--- src/rtl/strobe_period_monitor.sv ---
// -----------------------------------------------------------------------------
// strobe_period_monitor
//
// Receiver-side checker for periodic single-cycle enable strobes (for example
// the divide-by-N clk_flag pulses of a clock divider). It measures the number
// of sys_clk cycles between strobe rising edges, declares lock after LOCK_CNT
// identical intervals, and flags/counts period mismatches and strobe loss.
//
// Optional feature macro: EXP_PERIOD_CHECK_EN
//   defined   : lock is only reached on EXP_PERIOD; any other period while
//               locked is an error.
//   undefined : lock on any stable period; EXP_PERIOD has no effect.
//
// Ports:
//   sys_clk      in   system clock, all logic on its rising edge
//   sys_rst_n    in   synchronous active-low reset
//   clk_flag     in   strobe under test, synchronous to sys_clk
//   period       out  last measured period in cycles (CNT_W bits)
//   period_valid out  one-cycle pulse when period is updated
//   locked       out  high while in the LOCKED state
//   err_pulse    out  one-cycle pulse on mismatch or timeout while locked
//   err_cnt      out  saturating count of err_pulse events (8 bits)
// -----------------------------------------------------------------------------
module strobe_period_monitor #(
    parameter int CNT_W      = 8,
    parameter int LOCK_CNT   = 4,
    parameter int EXP_PERIOD = 6
) (
    input  logic             sys_clk,
    input  logic             sys_rst_n,
    input  logic             clk_flag,
    output logic [CNT_W-1:0] period,
    output logic             period_valid,
    output logic             locked,
    output logic             err_pulse,
    output logic [7:0]       err_cnt
);

`ifdef EXP_PERIOD_CHECK_EN
    localparam bit EXP_CHECK_ON = 1'b1;
`else
    localparam bit EXP_CHECK_ON = 1'b0;
`endif

    localparam logic [CNT_W-1:0] CNT_MAX = '1;
    localparam logic [CNT_W-1:0] CNT_ONE = CNT_W'(1);
    localparam logic [CNT_W-1:0] EXP_VAL = CNT_W'(EXP_PERIOD);
    localparam logic [3:0]       LOCK_N  = 4'(LOCK_CNT);

    typedef enum logic [1:0] {
        IDLE   = 2'd0,  // no reference edge yet
        ACQ    = 2'd1,  // collecting equal intervals
        LOCKED = 2'd2
    } state_e;

    state_e           state_q, state_d;
    logic             flag_q;
    logic [CNT_W-1:0] cnt_q, cnt_d;
    logic [CNT_W-1:0] last_q, last_d;
    logic [3:0]       match_q, match_d;
    logic [CNT_W-1:0] period_q, period_d;
    logic             period_valid_q, period_valid_d;
    logic             locked_q, locked_d;
    logic             err_pulse_q, err_pulse_d;
    logic [7:0]       err_cnt_q, err_cnt_d;

    logic strobe_edge;
    logic timeout;
    logic exp_ok;
    logic err_event;

    // A strobe held high for several cycles yields a single event.
    assign strobe_edge = clk_flag & ~flag_q;
    // An edge coinciding with saturation is a valid 2^CNT_W-1 period, not a loss.
    assign timeout     = (cnt_q == CNT_MAX) & ~strobe_edge;
    assign exp_ok      = !EXP_CHECK_ON || (cnt_q == EXP_VAL);

    always_comb begin
        // NOTE: every signal gets a default before the case so no path leaves
        // one unassigned, which would otherwise infer a latch.
        state_d        = state_q;
        last_d         = last_q;
        match_d        = match_q;
        period_d       = period_q;
        period_valid_d = 1'b0;
        err_pulse_d    = 1'b0;
        err_cnt_d      = err_cnt_q;
        err_event      = 1'b0;

        if (strobe_edge) begin
            cnt_d = CNT_ONE;
        end else if (cnt_q == CNT_MAX) begin
            cnt_d = CNT_MAX;
        end else begin
            cnt_d = cnt_q + CNT_ONE;
        end

        unique case (state_q)
            IDLE: begin
                // First edge is only a reference; nothing is measured yet.
                if (strobe_edge) begin
                    state_d = ACQ;
                    match_d = 4'd0;
                end
            end

            ACQ: begin
                if (strobe_edge) begin
                    period_d       = cnt_q;
                    period_valid_d = 1'b1;
                    if (match_q == 4'd0 || cnt_q != last_q) begin
                        last_d  = cnt_q;
                        match_d = 4'd1;
                    end else begin
                        match_d = match_q + 4'd1;
                    end
                    if (!exp_ok) begin
                        match_d = 4'd0;
                    end
                    if (match_d == LOCK_N) begin
                        state_d = LOCKED;
                    end
                end else if (timeout) begin
                    state_d = IDLE;
                end
            end

            LOCKED: begin
                if (strobe_edge) begin
                    period_d       = cnt_q;
                    period_valid_d = 1'b1;
                    if (cnt_q != last_q || !exp_ok) begin
                        err_event = 1'b1;
                        state_d   = ACQ;
                        last_d    = cnt_q;
                        match_d   = exp_ok ? 4'd1 : 4'd0;
                    end
                end else if (timeout) begin
                    err_event = 1'b1;
                    state_d   = IDLE;
                end
            end

            default: begin
                state_d = IDLE;
            end
        endcase

        if (err_event) begin
            err_pulse_d = 1'b1;
            if (err_cnt_q != 8'hFF) begin
                err_cnt_d = err_cnt_q + 8'd1;
            end
        end

        // locked is registered together with the state it reflects.
        locked_d = (state_d == LOCKED);
    end

    always_ff @(posedge sys_clk) begin
        // NOTE: sequential state uses non-blocking assignments so every
        // register samples the pre-edge values regardless of statement order.
        if (!sys_rst_n) begin
            state_q        <= IDLE;
            flag_q         <= 1'b0;
            cnt_q          <= '0;
            last_q         <= '0;
            match_q        <= 4'd0;
            period_q       <= '0;
            period_valid_q <= 1'b0;
            locked_q       <= 1'b0;
            err_pulse_q    <= 1'b0;
            err_cnt_q      <= 8'd0;
        end else begin
            state_q        <= state_d;
            flag_q         <= clk_flag;
            cnt_q          <= cnt_d;
            last_q         <= last_d;
            match_q        <= match_d;
            period_q       <= period_d;
            period_valid_q <= period_valid_d;
            locked_q       <= locked_d;
            err_pulse_q    <= err_pulse_d;
            err_cnt_q      <= err_cnt_d;
        end
    end

    assign period       = period_q;
    assign period_valid = period_valid_q;
    assign locked       = locked_q;
    assign err_pulse    = err_pulse_q;
    assign err_cnt      = err_cnt_q;

endmodule
--- config.mk ---
export PLATFORM = sky130hd
export DESIGN_NAME = strobe_period_monitor
export DESIGN_NICKNAME = d
export VERILOG_FILES = /design/src/rtl/strobe_period_monitor.sv
export SDC_FILE = /design/constraint.sdc
export NUM_CORES = 1
export LEC_CHECK = 0
export CELL_PAD_IN_SITES_DETAIL_PLACEMENT = 1
export CELL_PAD_IN_SITES_GLOBAL_PLACEMENT = 1
export CORE_ASPECT_RATIO = 2
export CORE_UTILIZATION = 30
export DETAILED_ROUTE_END_ITERATION = 8
export GPL_TIMING_DRIVEN = 0
export PLACE_DENSITY = 0.63
export REMOVE_ABC_BUFFERS = 1
export SETUP_SLACK_MARGIN = 0.4
export SLEW_MARGIN = 20
export SYNTH_ARGS = -nofsm -noshare
export SYNTH_HDL_FRONTEND = slang
export SYNTH_SLANG_ARGS = --single-unit
--- constraint.sdc ---
create_clock -name sys_clk -period 3.73 [get_ports sys_clk]
set_input_delay 0.373 -clock sys_clk [delete_from_list [all_inputs] [get_ports sys_clk]]
set_output_delay 0.373 -clock sys_clk [all_outputs]
set_load 0.02 [all_outputs]
# Word-level counts from Yosys, hierarchy flattened
# Index checks and enable logic that the tools add are counted.
# op_classes
addsub	3
n_eq_ne	12
n_mux	28
bitwise	5
reduce_logical	12
# ops
operator	count
8-bit 2-to-1 mux	5
4-bit 2-to-1 mux	7
8-bit by 1-bit adder with 8-bit output (second input constant)	2
8-bit case mux with 2 select lines	1
2-bit 2-to-1 mux	6
4-bit case mux with 3 select lines	1
2-bit inequality test (second input constant)	5
5-bit AND reduction	2
8-bit equality test (second input constant)	1
8-bit inequality test	1
8-bit inequality test (second input constant)	1
1-bit 2-to-1 mux	7
2-bit case mux with 3 select lines	1
2-bit AND reduction	3
4-bit by 1-bit adder with 4-bit output (second input constant)	1
2-bit equality test (second input constant)	2
4-bit by 3-bit equality test with 1-bit output (second input constant)	1
4-bit zero test	1
2-bit OR reduction	2
1-bit inverter	3
3-bit nonzero test	1
1-bit AND	2
2-bit by 1-bit equality test with 1-bit output (second input constant)	1
2-bit zero test	1
2 further kinds	2
# totals
reg_bits	42
in_bits	3

# Logic depth before layout (Yosys ltp)
# Gate-level depths: netlist (run 1).
# depth
word_depth	10
depth_mapped	9
depth_no_buf	8

# Worst setup path after synthesis (run 1)
# No wires, ideal clock.
# synth_timing
path_type	register to register
startpoint	register cnt_q[0]
endpoint	register err_cnt_q[7], in the netlist err_cnt[7]
setup_ps	74
arrival_time_ps	1845
slack_ps	1810
path_stages_with_launch	9
n_path_buf	1
period_less_slack_ps	1920
path_cell_list	dfxtp_1 ha_1 and4_1 buf_2 nand2_1 nor2_2 o21ai_2 or4_1 o21ai_0
# synth_between
elab_chain_len	6
elab_cells_between_ends	8
classes_between	2 x eq/ne; 4 x mux; 1 x bitwise; 1 x reduce/logical
# synth_rtl
element	line_no	text
start: declaration	58	logic [CNT_W-1:0] cnt_q, cnt_d;
start signal: assignment	177	cnt_q <= cnt_d;
8-bit equality test	75	assign timeout = (cnt_q == CNT_MAX) & ~strobe_edge;
1-bit AND	75	
1-bit 2-to-1 mux	138	end else if (timeout) begin
1-bit 2-to-1 mux *	129	if (strobe_edge) begin
1-bit 2-to-1 mux *	98	unique case (state_q)
2-bit AND reduction (no source line) *	--	
end signal: assignment	184	err_cnt_q <= err_cnt_d;
end: declaration	65	logic [7:0] err_cnt_q, err_cnt_d;
# Every way passes the cells marked *; elsewhere a longest branch is shown, timed or not.
# A chain may end at the register's enable or synchronous reset.

# Final worst setup path (run 1)
# layout_timing
startpoint	input clk_flag
endpoint	register match_q[2]
# layout_between
elab_chain_len	3
elab_cells_between_ends	5
classes_between	3 x eq/ne; 1 x bitwise; 1 x reduce/logical
# layout_rtl
element	line_no	text
start: declaration	31	input logic clk_flag,
1-bit AND *	73	assign strobe_edge = clk_flag & ~flag_q;
2-bit inequality test (no source line)	--	
5-bit AND reduction (no source line) *	--	
end signal: assignment	179	match_q <= match_d;
end: declaration	60	logic [3:0] match_q, match_d;
# Marked as above.

==> flow_summary.ini, run 1 <==
[routing]
dr_wl_met3_um = 102
top_layer_used = met4
wire_per_inst_um = 15.30
ant_nets = 0
firstDrtPassIters = 3
wl_met2_um = 3109
viasPerCell = 4.979
wl_met1_um = 1892
finalWirelength_um = 5202
dr_total_vias = 1693
drc = 0
drt_iter0_markers = 41

[floorplanning]
dieArea_mm2 = 0.007152
initial_core_util_pct = 31.05
core_area_mm2 = 0.006569
row_count = 42
die_w_um = 60.30
die_y_um = 118.6
num_io_pins = 22

[timing]
final.setup.tns_ns = 0
finalSetupViolCount = 0
worst_pin_slew_ns = 1.024
hold_viol = 0
slew_headroom_pct = 31.66
finalCriticalPeriod_ns = 2.338
final-max-slew-violation-count = 0
fin_crit_sh_pct = 62.67
finalClockSkew_ns = 0.003532
rsz0062_at_grt = false
max_freq_ghz = 0.4278

[logic_synthesis]
synthTopCellsByArea = dfxtp_1, ha_1, xor2_1
synthArstFlopShare_pct = 0
ys_warn_count = 0
ys_seq_area_share_pct = 41.23
avgSynthCellArea_um2 = 8.753
synthDistinctLibCells = 39
synth_seq_cells = 42
synth-main-ff-cell = dfxtp_1
syn_area_mm2 = 0.002039
synth_edf_count = 0
synth_top_area_share_pct = 41.23
netlist_instances = 233
synth_top_area_cell = dfxtp_1

[run]
cap_violations = 0

[grt]
first_global_vias = 1729
grt_use_total_pct = 16.40
grt_max_degree = 30
grt_first_pass_wirelength_um = 8542
antenna_found_initial = 0
grt-ovfl-total = 0

[pwr]
cellLeakagePower_nw = 0.9565
vdd_drop_max_v = 0.0002163
powerDensity_mw_per_mm2 = 384.0

[placed_design]
port-buffer-count = 21
place_congestion = 0.8268
dp_hpwl_um = 3966

[outcome]
status = completed

[worst_setup_path]
startpoint_type = input port
cp-end-kind = flop
cp.arrival_ns = 2.54
worstPathRequired_ns = 3.93
crit_type = in -> reg
crit_fanout = 15

[final_layout]
regArea_um2 = 840.8
drive_gt1_share_pct = 5.556
area_growth_pct = 20.49
num_antenna_cells = 0
fillerInstances = 764
multiInputGateArea_mm2 = 0.001126
final_nets = 263
post-route-util_pct = 37.41

[clock_tree]
path_clk_slew_ns = 0.06
cts_buffers = 5
cts.sinks = 42
cts_root_buf = clkbuf_16
cts.path.max_buffers = 2
tritoncts = yes
post_cts_resized = 0
cts_setup_buffers = 0
clkLatencyLatePin_ns = 0.29
cts_htree_levels = 2
cts_hold_buffers = 0

[worst_hold_path]
hold_class = reg -> reg
==> final cells by class <==
type                    count  area share, %
flip-flops and latches     42          34.22
repair buffers             21          8.554
multi-input cells         172          45.82
well taps                  88          4.481
clock buffers               7          5.397
inverters                  10          1.527
==> power breakdown <==
| part | total [W] | internal, W | switching [W] | leakage [nW] |
|---|---|---|---|---|
| registers | 0.000461 | 0.000454 | 0.00000687 | 0.339 |
| clock network | 0.000413 | 0.000245 | 0.000168 | 0.0640 |
| logic | 0.0000697 | 0.0000227 | 0.0000469 | 0.553 |
| total | 0.000944 | 0.000721 | 0.000222 | 0.956 |
==> final timing paths <==
| kind | cells after the start | from | slack, ns | end |
|---|---|---|---|---|
| max | 7 | clk_flag | 1.39 | match_q[2] |
| min | 2 | period[2] | 0.46 | period[2] |
| max reg2reg | 7 | cnt_q[0] | 1.40 | err_cnt[7] |
| min reg2reg | 2 | period[2] | 0.46 | period[2] |
==> cells by family after synthesis <==
family	Yosys count	synth area share [%]
AO/OA/AOI/OAI	44	14.91
buffers and inverters	19	3.681
AND/OR/NAND/NOR	95	23.99
XOR/XNOR	16	6.871
flip-flops	42	41.23
multiplexers	9	4.417
adder cells (fa/ha/maj)	8	4.908
==> metal layers <==
metal	vias to the layer above	global-route usage (%)
li1	847	-
met1	818	15.19
met2	21	31.59
met3	7	3.392
met4	0	6.977
met5	-	0
==> critical path, stage by stage <==
cell	delay [ns]
clkdlybuf4s50_1	0.50
nor2b_2	0.62
nor2_1	0.11
nor2_1	0.14
o21bai_2	0.14
or4_1	0.52
a21oi_1	0.14
==> sequential cells by signal, summed over array words and instances (netlist names) <==
name          count
flag_q            1
period_valid      1
last_q            8
err_pulse         1
match_q           4
err_cnt           8
period            8
locked            1
state_q           2
cnt_q             8
==> synth_stat cells, types with 6 or more instances <==
master and instances:
a211oi_1 6, a21oi_1 19, dfxtp_1 42, ha_1 8, inv_1 10, mux2i_1 9, nand2_1 24, nand3_1 16
nor2_1 22, nor3_1 7, o21ai_0 6, xor2_1 11
==> metrics by stage <==
stage | instance area [um^2] | setup WS [ns] | std cells | power [W] | hold slack, ns
finish | 2457 | 1.392 | 340 | 0.0009435 | 0.4588
global route | 2457 | 1.230 | 340 | 0.0009882 | 0.4722
CTS | 2457 | 1.334 | 340 | 0.0009632 | 0.4619
detailed placement | 2325 | 1.067 | 333 | 0.0005418 | 0.4537
global placement | 2322 | 0.7341 | 333 | 0.0005408 | 0.4464
floorplan | 2002 | 1.666 | 224 | 0.0005189 | 0.4570
==> cells in the final DEF, fill, tap and decap left out, drive strengths merged, types with 2 or more instances in the layout <==
cell type and n:
a211oi 6, a21oi 20, a31oi 2, and2 3, and3 4, and4 2
clkbuf 7, clkdlybuf4s50 21, dfxtp 42, ha 8, inv 10, mux2i 9
nand2 24, nand2b 2, nand3 16, nor2 23, nor2b 2, nor3 7
nor4 4, o211ai 2, o21a 2, o21ai 7, or3 3, or4 2
xnor2 5, xor2 11
Note: power is estimated with default switching activity, not from simulation.
==> inputs of run 2 (changes only) <==
--- a/config.mk
+++ b/config.mk
@@ -11,7 +11,7 @@
 export CORE_UTILIZATION = 30
 export DETAILED_ROUTE_END_ITERATION = 8
 export GPL_TIMING_DRIVEN = 0
-export PLACE_DENSITY = 0.63
+export PLACE_DENSITY = 0.65
 export REMOVE_ABC_BUFFERS = 1
 export SETUP_SLACK_MARGIN = 0.4
 export SLEW_MARGIN = 20
==> constraint.sdc (replaced) <==
create_clock -name sys_clk -period 2.1 [get_ports sys_clk]
set_input_delay 0.21 -clock sys_clk [delete_from_list [all_inputs] [get_ports sys_clk]]
set_output_delay 0.21 -clock sys_clk [all_outputs]
set_load 0.02 [all_outputs]
==> run 2 against run 1 <==
Net effect: die area did not move; critical path type is now reg -> reg; non-clock buffer count rose by 32; global-route usage rose by 3.5 points.
==> flow_summary.ini, run 2 (synthesis results as in run 1) <==
[worst_setup_path]
cp.arrival_ns = 2.09
crit_fanout = 6
crit_type = reg -> reg
critPathSlowestCell = or4_1
crit_family = simple AND/OR/NAND/NOR gates
path_buf_inv = 0
cp-end-kind = flop
path_cells = ha_2 > and4_4 > nand2_4 > nor2_4 > o21ai_4 > or4_1 > o21ai_0
r2r_slack_ns = 0.23
startpoint_type = flop
worstPathRequired_ns = 2.32
cpPeakStageDelay_ns = 0.48

[floorplanning]
dieArea_mm2 = 0.007152
initial_core_util_pct = 31.05
die_w_um = 60.30
row_count = 42
die_y_um = 118.6
num_io_pins = 22
core_area_mm2 = 0.006569

[timing]
max_freq_ghz = 0.5350
finalClockSkew_ns = 0.003401
final.setup.tns_ns = 0
rsz0062_at_grt = true
slew_headroom_pct = 66.23
hold_ws_ns = 0.4176
fin_crit_sh_pct = 89.01
finalSetupViolCount = 0
finalCriticalPeriod_ns = 1.869
hold_viol = 0
final-max-slew-violation-count = 0
worst_pin_slew_ns = 0.5057
final.setup.worst_slack_ns = 0.2307

[grt]
first_global_vias = 2117
grt-ovfl-total = 0
grt_first_pass_wirelength_um = 10280
grt_use_total_pct = 19.88
antenna_found_initial = 0
grt_max_degree = 15

[pwr]
power.share.clock_pct = 43.3
powerDensity_mw_per_mm2 = 590.6
power_frac_comb_pct = 12.1
intPower_w = 0.001366
pwr-share-seq_pct = 44.6
swShare_pct = 24.99
cellLeakagePower_nw = 1.185
switchingPower_w = 0.0004552
vdd_drop_max_v = 0.0003214

[placed_design]
placed_area_mm2 = 0.002325
dpl.cell_count = 333
place_ws_ns = -0.4280
place_congestion = 0.8539
port-buffer-count = 21
dp_hpwl_um = 3988

[routing]
drt_iter0_markers = 71
firstDrtPassIters = 4
ant_nets = 0
wire_per_inst_um = 17.54
viasPerCell = 5.147
finalWirelength_um = 6559
dr_total_vias = 1925
drc = 0

[clock_tree]
clkLatencyLatePin_ns = 0.29
path_clk_slew_ns = 0.06
cts_root_buf = clkbuf_16
cts.path.max_buffers = 2
tritoncts = yes
cts_buffers = 5
cts.sinks = 42
cts_htree_levels = 2

[outcome]
status = completed

[final_layout]
final_nets = 296
final_cell_mix = buf_4, dfxtp_1, nand2_1
num_antenna_cells = 0
layout_commonest_cell = buf_4
area_growth_pct = 51.23
stdcell_area_mm2 = 0.003084
drive_gt1_share_pct = 35.31
instances_no_fill = 374

[worst_hold_path]
hold_class = in -> reg

[run]
cap_violations = 0
==> run 2: cell count changes in the layout (fill, tap and decap cells not counted), sizes merged <==
cell / change
buf: +32
inv: -1
clkinvlp: +2
clkinv: +1
dlymetal6s2s: +1
clkdlybuf4s50: -1
==> run 2: worst reg2reg max path, delay by kind of cell (launching register included) <==
family          cells  cell delay, ns
fa+ha+maj           1            0.22
compound gates      2            0.21
flops               1            0.40
simple gates        4            0.98
==> run 2: worst paths after layout <==
path,start,endpoint,cells past startpoint
worst max-delay path,cnt_q[0],err_cnt[7],7
worst min-delay path,sys_rst_n,err_cnt[4],2
worst max register to register,cnt_q[0],err_cnt[7],7
worst min register to register,period[2],period[2],2
==> run 2: power groups by stage <==
stage	Clock (W)	Sequential [W]	Combinational [W]
after detailed placement	0	0.000836	0.000128
after floorplan	0	0.000832	0.0000896
after global placement	0	0.000836	0.000125
after CTS	0.000808	0.000809	0.000189
final	0.000789	0.000812	0.000221
after global routing	0.000837	0.000812	0.000235
==> run 2: repair_timing <==
item,in CTS,in global routing
setup buffers,28,4
pin swaps,33,20
gates cloned,1,0
hold buffers,0,0
resized for setup,67,20
setup endpoints to repair,33,23
hold endpoints to repair,0,0
==> run 2: final cells by class <==
| type | instances | area [um^2] |
|---|---|---|
| Fill cell | 733 | 3485 |
| Multi-Input combinational cell | 172 | 1409 |
| Sequential cell | 42 | 888.4 |
| Timing Repair Buffer | 53 | 480.5 |
| Clock buffer | 7 | 142.6 |
| Tap cell | 88 | 110.1 |
| Inverter | 10 | 41.29 |
| Timing Repair inverter | 1 | 7.507 |
| Clock inverter | 1 | 5.005 |
==> run 2: routing by layer <==
layer,GRT usage (%),part of all wire [%],vias up
li1,-,-,908
met1,16.07,32,952
met2,39.49,61,43
met3,3.720,2.2,22
met4,11.34,4.4,0
met5,0,0,-
==> run 2: through the flow <==
| step | total power, W | utilization, % |
|---|---|---|
| after floorplan | 0.0009217 | - |
| after global placement | 0.0009600 | 35.35 |
| after detailed placement | 0.0009642 | 35.39 |
| after CTS | 0.001806 | 45.10 |
| after global routing | 0.001884 | 46.95 |
| final | 0.001822 | 46.95 |
==> inputs of run 3 (changes only) <==
--- a/config.mk
+++ b/config.mk
@@ -5,16 +5,16 @@
 export SDC_FILE = /design/constraint.sdc
 export NUM_CORES = 1
 export LEC_CHECK = 0
+export ABC_AREA = 1
 export CELL_PAD_IN_SITES_DETAIL_PLACEMENT = 1
 export CELL_PAD_IN_SITES_GLOBAL_PLACEMENT = 1
 export CORE_ASPECT_RATIO = 2
 export CORE_UTILIZATION = 30
 export DETAILED_ROUTE_END_ITERATION = 8
 export GPL_TIMING_DRIVEN = 0
-export PLACE_DENSITY = 0.65
+export PLACE_DENSITY = 0.67
 export REMOVE_ABC_BUFFERS = 1
 export SETUP_SLACK_MARGIN = 0.4
-export SLEW_MARGIN = 20
 export SYNTH_ARGS = -nofsm -noshare
 export SYNTH_HDL_FRONTEND = slang
 export SYNTH_SLANG_ARGS = --single-unit
==> run 3 against run 2 <==
Net effect: register-to-register slack better by 0.22 ns; combinational power is 62% higher; setup slack better by 0.22 ns; wire length is 1.2% lower; clock skew is 0.0066 ns higher; die area is 5.9% higher; sequential share of layout area is 0.34 points higher; sequential power is 5.2% higher; utilization is 3.9 points lower; critical path type unchanged; critical endpoint is now err_cnt[6]; largest cell class unchanged.
==> flow_summary.ini, run 3 <==
[clock_tree]
clkLatencyLatePin_ns = 0.30
path_clk_slew_ns = 0.06
cts_root_buf = clkbuf_16
cts.sinks = 42
cts.path.max_buffers = 2
cts_hold_buffers = 0
cts_buffers = 5
tritoncts = yes
cts_htree_levels = 2

[grt]
first_global_vias = 2108
grt_first_pass_wirelength_um = 9818
grt_use_total_pct = 18.04
antenna_found_initial = 0
grt_max_degree = 17
grt-ovfl-total = 0

[timing]
finalSetupViolCount = 0
rsz0062_at_grt = true
final.setup.worst_slack_ns = 0.4548
hold_ws_ns = 0.1637
finalCriticalPeriod_ns = 1.645
worst_pin_slew_ns = 0.4984
finalClockSkew_ns = 0.009978
max_freq_ghz = 0.6078
final.setup.tns_ns = 0
final-max-slew-violation-count = 0
fin_crit_sh_pct = 78.34
hold_viol = 0
slew_headroom_pct = 66.59

[placed_design]
dp_hpwl_um = 4184
port-buffer-count = 21
place_congestion = 0.7459
place_ws_ns = -0.4353

[floorplanning]
row_count = 43
num_io_pins = 22
die_w_um = 62.05
dieArea_mm2 = 0.007575
initial_core_util_pct = 31.17
die_y_um = 122.1
core_area_mm2 = 0.006940

[worst_setup_path]
startpoint_type = flop
critPathSlowestCell = dfxtp_4
r2r_cells = 12
r2r-start = cnt_q[5]
crit_type = reg -> reg
r2r-end = err_cnt[6]
crit_fanout = 7
cpPeakStageDelay_ns = 0.36
cp-end-kind = flop
r2r_slack_ns = 0.45
path_cells = buf_4 > nand2_1 > nor2_2 > inv_2 > nor2_4 > nand2_4 > a21oi_4 > nand2_4 > clkinv_4 > nand2_2 > nand2_1 > nor2_1
cp.arrival_ns = 1.84
worstPathRequired_ns = 2.29

[logic_synthesis]
synth_edf_count = 0
synth_top_area_cell = dfxtp_1
synthDistinctLibCells = 31
syn_area_mm2 = 0.002163
yosysMostFrequentCell = nand2_1
yosys.area_share.simple_pct = 32.39
synth_fa_ha_area_share_pct = 4.627
netlist_top_cells_count = nand2_1, dfxtp_1, nor2_1, inv_1, nand3_1
netlist_instances = 303
ys_warn_count = 0
synth-main-ff-cell = dfxtp_1
synth_seq_cells = 42
synth_top_family_by_area = simple AND/OR/NAND/NOR gates
synth_compound_area_share_pct = 9.138
synthArstFlopShare_pct = 0
avgSynthCellArea_um2 = 7.140
synthTopCellsByArea = dfxtp_1, nand2_1, nor2_1
synthMuxAreaShare_pct = 0
synth_top_area_share_pct = 38.87
ys_seq_area_share_pct = 38.87
yosys.area_share.xor_xnor_pct = 6.073

[routing]
firstDrtPassIters = 4
wl_met1_um = 2397
drc = 0
wire_per_inst_um = 15.00
finalWirelength_um = 6479
top_layer_used = met4
viasPerCell = 4.810
drt_iter0_markers = 29
dr_wl_met3_um = 137
dr_total_vias = 2078
ant_nets = 0
wl_met2_um = 3797

[worst_hold_path]
min_from = clk_flag
holdPathEnd = flag_q
hold_depth = 3
hold_class = in -> reg

[final_layout]
fillerInstances = 853
layout_commonest_cell = nand2_1
final_nets = 352
multiInputGateArea_mm2 = 0.001292
area_growth_pct = 38.11
regArea_um2 = 870.8
drive_gt1_share_pct = 26.90
final_cell_mix = nand2_1, nor2_1, dfxtp_1
num_antenna_cells = 0
post-route-util_pct = 43.05

[pwr]
cellLeakagePower_nw = 1.176
total_power_w = 0.002117
vdd_drop_max_v = 0.0005604
powerDensity_mw_per_mm2 = 708.7

[outcome]
status = completed

[run]
cap_violations = 0
-- run 3: changes by cell type after synthesis, moves of 6 or more --
cell     change
nand3_1      +7
nor2_2       +7
mux2i_1      -9
inv_1       +21
nor2_1      +16
nand2_1     +51
xor2_1       -6
-- run 3: worst max-delay path, delay by kind of cell (launching register included) --
family	cells	cell delay, ns
AOI/OAI and AO/OA	1	0.21
buffers and inverters	3	0.26
DFF	1	0.36
and+or+nand+nor	8	0.69
-- run 3: what timing repair did --
item,in CTS,in global routing
gates resized for setup,20,48
endpoints found under the setup margin,41,26
setup buffers,10,7
pin swaps,5,33
gates cloned,1,1
-- run 3: layout make-up --
cell class,count,area share [%]
Timing Repair Buffer,39,13.19
Inverter,36,4.941
Clock buffer,5,4.188
Timing Repair inverter,1,0.1675
Sequential cell,42,29.15
Clock inverter,3,1.340
Tap cell,90,3.769
Multi-Input combinational cell,216,43.26
-- run 3: per-stage QoR --
stage               instances  area, um^2
floorplan                 294        2111
global placement          405        2434
detailed placement        405        2434
CTS                       424        2744
global route              432        2988
finish                    432        2988
-- run 3: how the worst max path moves through the flow --
stage	startpoint	to	slack [ns]
detailed placement	sys_rst_n	cnt_q[7]	-0.44
finish	cnt_q[5]	err_cnt[6]	0.45
global placement	sys_rst_n	cnt_q[7]	-0.34
global route	err_cnt[4]	err_cnt[0]	0.32
floorplan	cnt_q[0]	err_cnt[0]	0.39
CTS	cnt_q[5]	last_q[5]	0.40
-- run 3: logic make-up after synthesis --
logic type	Yosys count
adders and majority gates	8
DFF	42
xor gates and xnor gates	15
buffers and inverters	45
and+or+nand+nor	159
AOI/OAI and AO/OA	34
-- run 3: where the power goes --
group          total (W)  switching [W]  internal, W
Sequential      0.000854      0.0000316     0.000822
Combinational   0.000359       0.000211     0.000148
Clock           0.000904       0.000347     0.000557
Total            0.00212       0.000590      0.00153
-- run 3: layer usage --
metal  GRT usage (%)  vias to the layer above
li1                -                     1030
met1           18.42                     1008
met2           33.84                       29
met4           6.944                        0
met3           3.079                       11
met5               0                        -
